===== src/rtl/rv32ima_pkg.sv =====
// Shared RV32IMA definitions: datapath width plus the divider op and state encodings.
package rv32ima_pkg;

  localparam int BIT_WIDTH = 32;
  localparam int DIV_STEPS = BIT_WIDTH;
  localparam int DIV_CNT_W = $clog2(BIT_WIDTH);

  typedef enum logic [1:0] {
    DIV_DIV  = 2'd0,
    DIV_DIVU = 2'd1,
    DIV_REM  = 2'd2,
    DIV_REMU = 2'd3
  } div_op_t;

  typedef enum logic [1:0] {
    IDLE = 2'd0,
    CALC = 2'd1,
    FIX  = 2'd2,
    DONE = 2'd3
  } div_state_t;

endpackage


===== src/rtl/div_unit.sv =====
// Iterative radix-2 restoring divider for RV32M DIV/DIVU/REM/REMU.
// Signed ops divide magnitudes and fix the signs up afterwards.
module div_unit
  import rv32ima_pkg::*;
(
  input  logic                 CLK,
  input  logic                 nRST,
  input  logic                 start,
  input  div_op_t              div_op,
  input  logic [BIT_WIDTH-1:0] in1,
  input  logic [BIT_WIDTH-1:0] in2,
  input  logic                 flush,
  output logic                 busy,
  output logic                 done,
  output logic [BIT_WIDTH-1:0] out
);

  localparam logic [BIT_WIDTH-1:0] MIN_NEG = {1'b1, {(BIT_WIDTH-1){1'b0}}};

  div_state_t             r_state;
  div_state_t             w_nextState;
  div_op_t                r_op;
  logic                   r_signedOp;
  logic                   r_qNeg;
  logic                   r_rNeg;
  logic                   r_fixed;
  logic [BIT_WIDTH-1:0]   r_rem;
  logic [BIT_WIDTH-1:0]   r_quo;
  logic [BIT_WIDTH-1:0]   r_divisor;
  logic [BIT_WIDTH-1:0]   r_result;
  logic [BIT_WIDTH-1:0]   r_out;
  logic [DIV_CNT_W-1:0]   r_count;

  logic                   w_isSigned;
  logic                   w_isRem;
  logic                   w_divByZero;
  logic                   w_overflow;
  logic                   w_special;
  logic                   w_accept;
  logic [BIT_WIDTH-1:0]   w_specialResult;
  logic [BIT_WIDTH-1:0]   w_abs1;
  logic [BIT_WIDTH-1:0]   w_abs2;
  logic [BIT_WIDTH:0]     w_trial;
  logic                   w_trialOk;
  logic [BIT_WIDTH-1:0]   w_quoFinal;
  logic [BIT_WIDTH-1:0]   w_remFinal;
  logic [BIT_WIDTH-1:0]   w_result;

  assign w_isSigned  = (div_op == DIV_DIV) || (div_op == DIV_REM);
  assign w_isRem     = (div_op == DIV_REM) || (div_op == DIV_REMU);
  assign w_divByZero = (in2 == '0);
  assign w_overflow  = w_isSigned && (in1 == MIN_NEG) && (in2 == '1);
  assign w_special   = w_divByZero || w_overflow;
  assign w_accept    = (r_state == IDLE) && start && !flush;

  // Overflow quotient is the dividend itself (0x80000000), remainder zero.
  assign w_specialResult = w_divByZero ? (w_isRem ? in1 : '1)
                                       : (w_isRem ? '0 : in1);

  assign w_abs1 = (w_isSigned && in1[BIT_WIDTH-1]) ? -in1 : in1;
  assign w_abs2 = (w_isSigned && in2[BIT_WIDTH-1]) ? -in2 : in2;

  assign w_trial   = {r_rem, r_quo[BIT_WIDTH-1]} - {1'b0, r_divisor};
  assign w_trialOk = ~w_trial[BIT_WIDTH];

  assign w_quoFinal = (r_signedOp && r_qNeg) ? -r_quo : r_quo;
  assign w_remFinal = (r_signedOp && r_rNeg) ? -r_rem : r_rem;
  assign w_result   = ((r_op == DIV_REM) || (r_op == DIV_REMU)) ? w_remFinal : w_quoFinal;

  assign out = r_out;

  always_ff @(posedge CLK or negedge nRST) begin
    if (!nRST) begin
      r_state <= IDLE;
    end else begin
      r_state <= w_nextState;
    end
  end

  always_comb begin
    w_nextState = r_state;
    busy        = 1'b0;
    done        = 1'b0;
    case (r_state)
      IDLE: begin
        if (start) begin
          w_nextState = w_special ? DONE : CALC;
        end
      end
      CALC: begin
        busy = 1'b1;
        if (r_count == DIV_CNT_W'(DIV_STEPS - 1)) begin
          w_nextState = FIX;
        end
      end
      FIX: begin
        busy = 1'b1;
        if (r_fixed) begin
          w_nextState = DONE;
        end
      end
      DONE: begin
        done        = 1'b1;
        w_nextState = IDLE;
      end
      default: w_nextState = IDLE;
    endcase
    if (flush) begin
      w_nextState = IDLE;
    end
  end

  // FIX spends one cycle registering the sign-corrected result before it
  // reaches out, keeping the negate adders off the out load path.
  always_ff @(posedge CLK or negedge nRST) begin
    if (!nRST) begin
      r_op       <= DIV_DIV;
      r_signedOp <= 1'b0;
      r_qNeg     <= 1'b0;
      r_rNeg     <= 1'b0;
      r_fixed    <= 1'b0;
      r_rem      <= '0;
      r_quo      <= '0;
      r_divisor  <= '0;
      r_result   <= '0;
      r_out      <= '0;
      r_count    <= '0;
    end else if (flush) begin
      r_fixed <= 1'b0;
    end else begin
      case (r_state)
        IDLE: begin
          if (w_accept) begin
            r_op       <= div_op;
            r_signedOp <= w_isSigned;
            r_qNeg     <= w_isSigned && (in1[BIT_WIDTH-1] ^ in2[BIT_WIDTH-1]);
            r_rNeg     <= w_isSigned && in1[BIT_WIDTH-1];
            r_divisor  <= w_abs2;
            r_quo      <= w_abs1;
            r_rem      <= '0;
            r_count    <= '0;
            r_fixed    <= 1'b0;
            if (w_special) begin
              r_out <= w_specialResult;
            end
          end
        end
        CALC: begin
          r_rem   <= w_trialOk ? w_trial[BIT_WIDTH-1:0] : {r_rem[BIT_WIDTH-2:0], r_quo[BIT_WIDTH-1]};
          r_quo   <= {r_quo[BIT_WIDTH-2:0], w_trialOk};
          r_count <= r_count + DIV_CNT_W'(1);
        end
        FIX: begin
          if (!r_fixed) begin
            r_result <= w_result;
            r_fixed  <= 1'b1;
          end else begin
            r_out   <= r_result;
            r_fixed <= 1'b0;
          end
        end
        default: ;
      endcase
    end
  end

endmodule


===== config.mk =====
export PLATFORM = sky130hd
export DESIGN_NAME = div_unit
export DESIGN_NICKNAME = d
export VERILOG_FILES = /design/src/rtl/rv32ima_pkg.sv /design/src/rtl/div_unit.sv
export SDC_FILE = /design/constraint.sdc
export NUM_CORES = 1
export LEC_CHECK = 0
export CORE_MARGIN = 3
export CORE_UTILIZATION = 31
export CTS_CLUSTER_DIAMETER = 200
export CTS_CLUSTER_SIZE = 14
export DETAILED_ROUTE_END_ITERATION = 10
export GPL_ROUTABILITY_DRIVEN = 0
export PLACE_DENSITY = 0.52
export RECOVER_POWER = 100
export SLEW_MARGIN = 20
export SYNTH_ARGS = -nofsm -noshare
export SYNTH_HDL_FRONTEND = slang
export SYNTH_SLANG_ARGS = --single-unit

===== constraint.sdc =====
create_clock -name CLK -period 3.8 [get_ports CLK]
set_input_delay 0.95 -clock CLK [delete_from_list [all_inputs] [get_ports CLK]]
set_output_delay 0.95 -clock CLK [all_outputs]
set_load 0.02 [all_outputs]

Word level (Yosys, flattened, before mapping). Index checks and enable logic that the tools add are counted.

Reductions and logical operators: 27. Eq/ne operators: 17. Add/sub/neg operators: 6. Bitwise gates (word level): 4. Multiplexer cells: 31.

Operator list (number): 32-bit 2-to-1 mux (14); 32-bit case mux with 2 select lines (3); 32-bit negation (4); 32-bit equality test (second input constant) (2); 33-bit by 32-bit subtractor with 33-bit output (1); 32-bit zero test (1); 2-bit equality test (second input constant) (6); 3-bit != test (second input constant) (4); 3-bit AND reduction (4); 2-bit 2-to-1 mux (5); 5-bit case mux with 2 select lines (1); 1-bit logical AND (9); 2-bit case mux with 4 select lines (1); 2-bit != test (second input constant) (3); 5-bit by 1-bit adder with 5-bit output (second input constant) (1); 5-bit equality test (second input constant) (1); 1-bit 2-to-1 mux (5); 5-bit 2-to-1 mux (1); 5-bit AND reduction (1); 2-bit zero test (2); 1-bit logical OR (4); 2-bit nonzero test (2); 1-bit NOT (3); 3-bit nonzero test (1); other kinds (6) (6).

Flip-flop bits (word level): 173.

Depth between registers and ports, before layout. Gate-level depths: netlist (run 1).

Word-level depth: 9. Mapped depth: 13. Gate-level depth less buffers: 12.

Least setup slack after synthesis (run 1). Ideal clock, no wire load.

Path type: input to register. Start: input port in1[12]. End: register r_quo[27]. Setup time: 132 ps. Data required time: 3668 ps. Slack: 782 ps. Arrival: 2886 ps. Buffers on the path: 0. Stages on the path: 9. Cells stage by stage: or3_1 or3_1 or3_1 nor4_2 a21oi_1 xnor2_1 nor2_1 a21oi_1 o21ai_1.

Word-level cells in the longest chain between the ends: 4.

RTL lines: start: declaration (line div_unit.sv:10) `input logic [BIT_WIDTH-1:0] in1,`; 32-bit negation (line div_unit.sv:60) `assign w_abs1 = (w_isSigned && in1[BIT_WIDTH-1]) ? -in1 : in1;`; 32-bit 2-to-1 mux (line div_unit.sv:60); 32-bit 2-to-1 mux (line div_unit.sv:133) `if (w_accept) begin`; 32-bit case mux with 2 select lines (line div_unit.sv:131) `case (r_state)`; end signal: assignment (line div_unit.sv:139) `r_quo <= w_abs1;`; end signal: assignment (line div_unit.sv:150) `r_quo <= {r_quo[BIT_WIDTH-2:0], w_trialOk};`; end: declaration (line div_unit.sv:28) `logic [BIT_WIDTH-1:0] r_quo;`.

Every way passes these cells. The select of a mux whose other input is x is not followed. A chain may end at the register's enable or synchronous reset.

Worst setup path in the final report (run 1).
Start: input port in2[11]. End: register r_out[27], in the netlist out[27].

Word-level cells in the longest chain between the ends: 5.

RTL lines: start: declaration (line div_unit.sv:11) `input logic [BIT_WIDTH-1:0] in2,`; 32-bit zero test / 32-bit equality test (equally long branches) (line div_unit.sv:51, div_unit.sv:52); 32-bit 2-to-1 mux / 1-bit logical AND (equally long branches) (line div_unit.sv:57, div_unit.sv:52); 32-bit 2-to-1 mux / 1-bit logical OR (equally long branches) (line div_unit.sv:143, div_unit.sv:53); 32-bit 2-to-1 mux / 2-bit != test (equally long branches); 32-bit case mux with 2 select lines / 5-bit AND reduction (equally long branches); end signal: assignment (line div_unit.sv:144) `r_out <= w_specialResult;`; end signal: assignment (line div_unit.sv:158) `r_out <= r_result;`; end: declaration (line div_unit.sv:31) `logic [BIT_WIDTH-1:0] r_out;`.

Several ways; a longest one is shown, not always the timed one. The select of a mux whose other input is x is not followed.

==> metrics.md, run 1 <==
| Metric | Value |
|---|---|
| Clk_lat worst skew | 0.44 ns |
| Synth Flop Type | dfrtp_1 |
| Vias in the first global route | 10,400 |
| First-pass GRT wire length | 57.7 mm |
| DR vias/cell | 5.09 |
| Synth area leader | dfrtp_1 |
| Mapped Nets | 1,668 |
| Starting density of the core | 31.6% |
| Area grow syn2layout | 18.9% |
| Tmin final | 3.56 ns |
| Final worst-path cycle share | 93.6% |
| Layout Nets | 1,750 |
| Synth Register Bits | 172 |
| DRT Pass-1 Iters | 5 |
| HPWL Detailed | about 27 mm |
| Sequential cell area fraction in the yosys report | 35.1% |
| TritonCTS clock tree | built |
| Synth top area share | 35.1% |
| Required @ worst endpoint | 4.19 ns |
| CP Launch Type | primary input |
| Synth Cell Area | around 0.012 mm² |
| Layout cells sized above 1 | 6.43% |
| EDFF count, synth | 0 |
| Max stage delay on crit path | 0.60 ns |
| Max_cap viols | 4 |
| Chip width | 205 µm |
| Leakage | 0.00660 µW |
| Routed len/inst | 16.5 µm |
| CTS Buffer Depth | 2 |
| Via count | 11,000 |
| FF+latch area | 0.00431 mm² |
| Pre-CTS setup slack | 0.0841 ns |
| TritonCTS buffer count | 17 |
| Port Buf Inserts | 103 |
| Slew @ Worst Pin | 1.92 ns |
| FP Rows | approximately 70 |
| Multi-input gate area | 0.00740 mm² |
| Failing checks | max-capacitance violations, max-slew violations |
| DRT antenna net count | 0 |
| Synth warnings | 0 |
| Slew margin rel. | -27.9% |
| Max VDD drop | 0.535 mV |
| Post-CTS Setup Inserts | 0 |
| Slew Viols, Final | 268 |
| H-tree Lvls | 4 |
| GRT Residual Overflow | 0 |
| # DRC | 0 |
| RSZ-0062 raised after global routing | no |
| Largest net degree at the start of global routing | 102 |
| CTS clk-pin slew, worst paths | 0.08 ns |
| Setup ws final | 0.244 ns |
| Critical path data arrival time | ~4.0 ns |
| Final setup viols | 0 |
| Cts hold-fix bufs | 0 |
| Ranking of synthesized cells by area | dfrtp_1 (35%), o21ai_0 (8.7%), nand2_1 (7.1%), a21oi_1 (6.6%), xor2_1 (5.4%) |
| Fmax | around 0.28 GHz |
| CP Cell Sequence | dlygate4sd3_1, or4_1, nor4_4, nor3b_1, and2_4, nand4_4, a21oi_2, buf_12, o21ai_0, a21oi_1, a21o_1 |
| Worst Clk Skew | between 0.015 and 0.02 ns |
| Fillers | between 4,000 and 5,000 |
| Cell count after synthesis | 1,554 |
| CP Max Fanout | 32 |
| Critical path type | in -> reg |
| Core region area | 0.0388 mm² |
| Iteration-0 DRC Markers | 634 |
| CTS resizes | 0 |
| Antenna violations before repair | 0 |
| Worst path slowest cell | dlygate4sd3_1 |
| Root buffer cell | clkbuf_16 |
| Hold Path Class | reg -> reg |
| Pwr Density | between 800 and 900 mW/mm² |
| Routed WL | around 36 mm |
| Antenna Cells | 0 |
| CTS sink cnt | 172 |
| Status | complete, but fails checks |
| I/O pin total | 104 |
| Setup_tns | 0 ns |
| Final Hold Vio Count | 0 |
| Commonest non-fill, non-tap cell in the layout | nand2_1 |
| Netlist cell types | 69 |
| Avg Inst Size Synth | 7.89 µm² |
| Die area | 0.0420 mm² |
| GRT Total Usage | 17.1% |
| CP Capture Type | register |
| Asr flop ratio synth | between 90% and 100% |
| Most frequent cells in the layout | nand2_1 (232), o21ai_0 (218), dfrtp_1 (171) |
| Chip height | 205 µm |
## cell usage after synthesis, drive strengths merged, types with 21 or more instances
library cell and number:
nor2 122, o31ai 21, dfrtp 172, clkbuf 71, nor3 29, nand2 232
a21o 43, xnor2 64, ha 43, o21ai 222, inv 55, xor2 77
a21oi 162, buf 23
## per-stage QoR
| stage | cells | utilization, % | hold WS (ns) | instance area [µm²] | power, µW |
|---|---|---|---|---|---|
| 5_1_grt | 2167 | 37.6 | 0.490 | 14600 | 14100 |
| 2_1_floorplan | 1554 | - | 0.445 | 12300 | 9030 |
| 4_1_cts | 2167 | 37.7 | 0.481 | 14600 | 13000 |
| 6_report | 2167 | 37.6 | 0.470 | 14600 | 12900 |
| 3_5_place_dp | 2135 | 36.3 | 0.465 | 14100 | 11200 |
| 3_3_place_gp | 2135 | 36.3 | 0.458 | 14100 | 11200 |
## layout make-up
| class | instances | share of cell area (%) |
|---|---|---|
| clock buffer | 19 | 3.04 |
| timing repair buffer | 157 | 10.0 |
| multi-input combinational | 1233 | 50.7 |
| sequential | 172 | 29.5 |
| clock inverter | 13 | 0.841 |
| inverter | 55 | 1.42 |
| tap | 518 | 4.44 |
## flip-flops by register name, indices dropped and copies added (netlist names)
name,count
r_result,32
out,32
r_divisor,32
r_signedOp,1
r_rNeg,1
r_state,2
r_rem,32
r_fixed,1
r_quo,32
r_qNeg,1
r_count,5
r_op,1
## worst paths after layout
path	slack [ns]	end	startpoint	cells past startpoint
hold / removal	0.47	out[13]$_DFFE_PN0P_	out[13]$_DFFE_PN0P_	1
max in group asynchronous	0.75	r_divisor[16]$_DFFE_PN0P_	nRST	2
setup reg to reg	0.31	r_rem[15]$_DFFE_PN0P_	r_quo[31]$_DFFE_PN0P_	13
min in group asynchronous	0.94	out[2]$_DFFE_PN0P_	nRST	1
setup / recovery	0.24	out[27]$_DFFE_PN0P_	in2[11]	11
hold reg to reg	0.47	out[13]$_DFFE_PN0P_	out[13]$_DFFE_PN0P_	1
## kinds of logic after synthesis
group / after synthesis / share of synthesized area [%]
buffers and inverters: 149 / 4.74
DFF: 172 / 35.1
and+or+nand+nor: 510 / 19.3
adders and majority gates: 44 / 4.55
AOI/OAI and AO/OA: 525 / 25.1
xor gates and xnor gates: 141 / 10.1
muxes: 13 / 1.08
## per-layer routing
metal	vias to the layer above	track usage [%]	share of wire [%]
li1	5621	-	-
met1	5178	25.9	52
met2	205	25.8	43
met3	20	2.18	4.2
met4	0	3.71	1.1
met5	-	0	0
## worst max-delay path, delay by kind of cell
family          cells  cell delay, ns
simple gates        5            1.54
buf+inv             2            0.81
compound gates      4            0.62
## where the power goes
part	total [µW]	switching, µW	internal [µW]
registers	3730	1090	2640
logic	7430	4270	3160
clock network	1730	843	883
(Power assumes the default switching activity.)
==> run 2: changes to the inputs <==
--- a/config.mk
+++ b/config.mk
@@ -13,7 +13,6 @@
 export GPL_ROUTABILITY_DRIVEN = 0
 export PLACE_DENSITY = 0.52
 export RECOVER_POWER = 100
-export SLEW_MARGIN = 20
 export SYNTH_ARGS = -nofsm -noshare
 export SYNTH_HDL_FRONTEND = slang
 export SYNTH_SLANG_ARGS = --single-unit
==> results of run 2 <==
No change in the layout: final DEF, timing and power equal those of run 1.
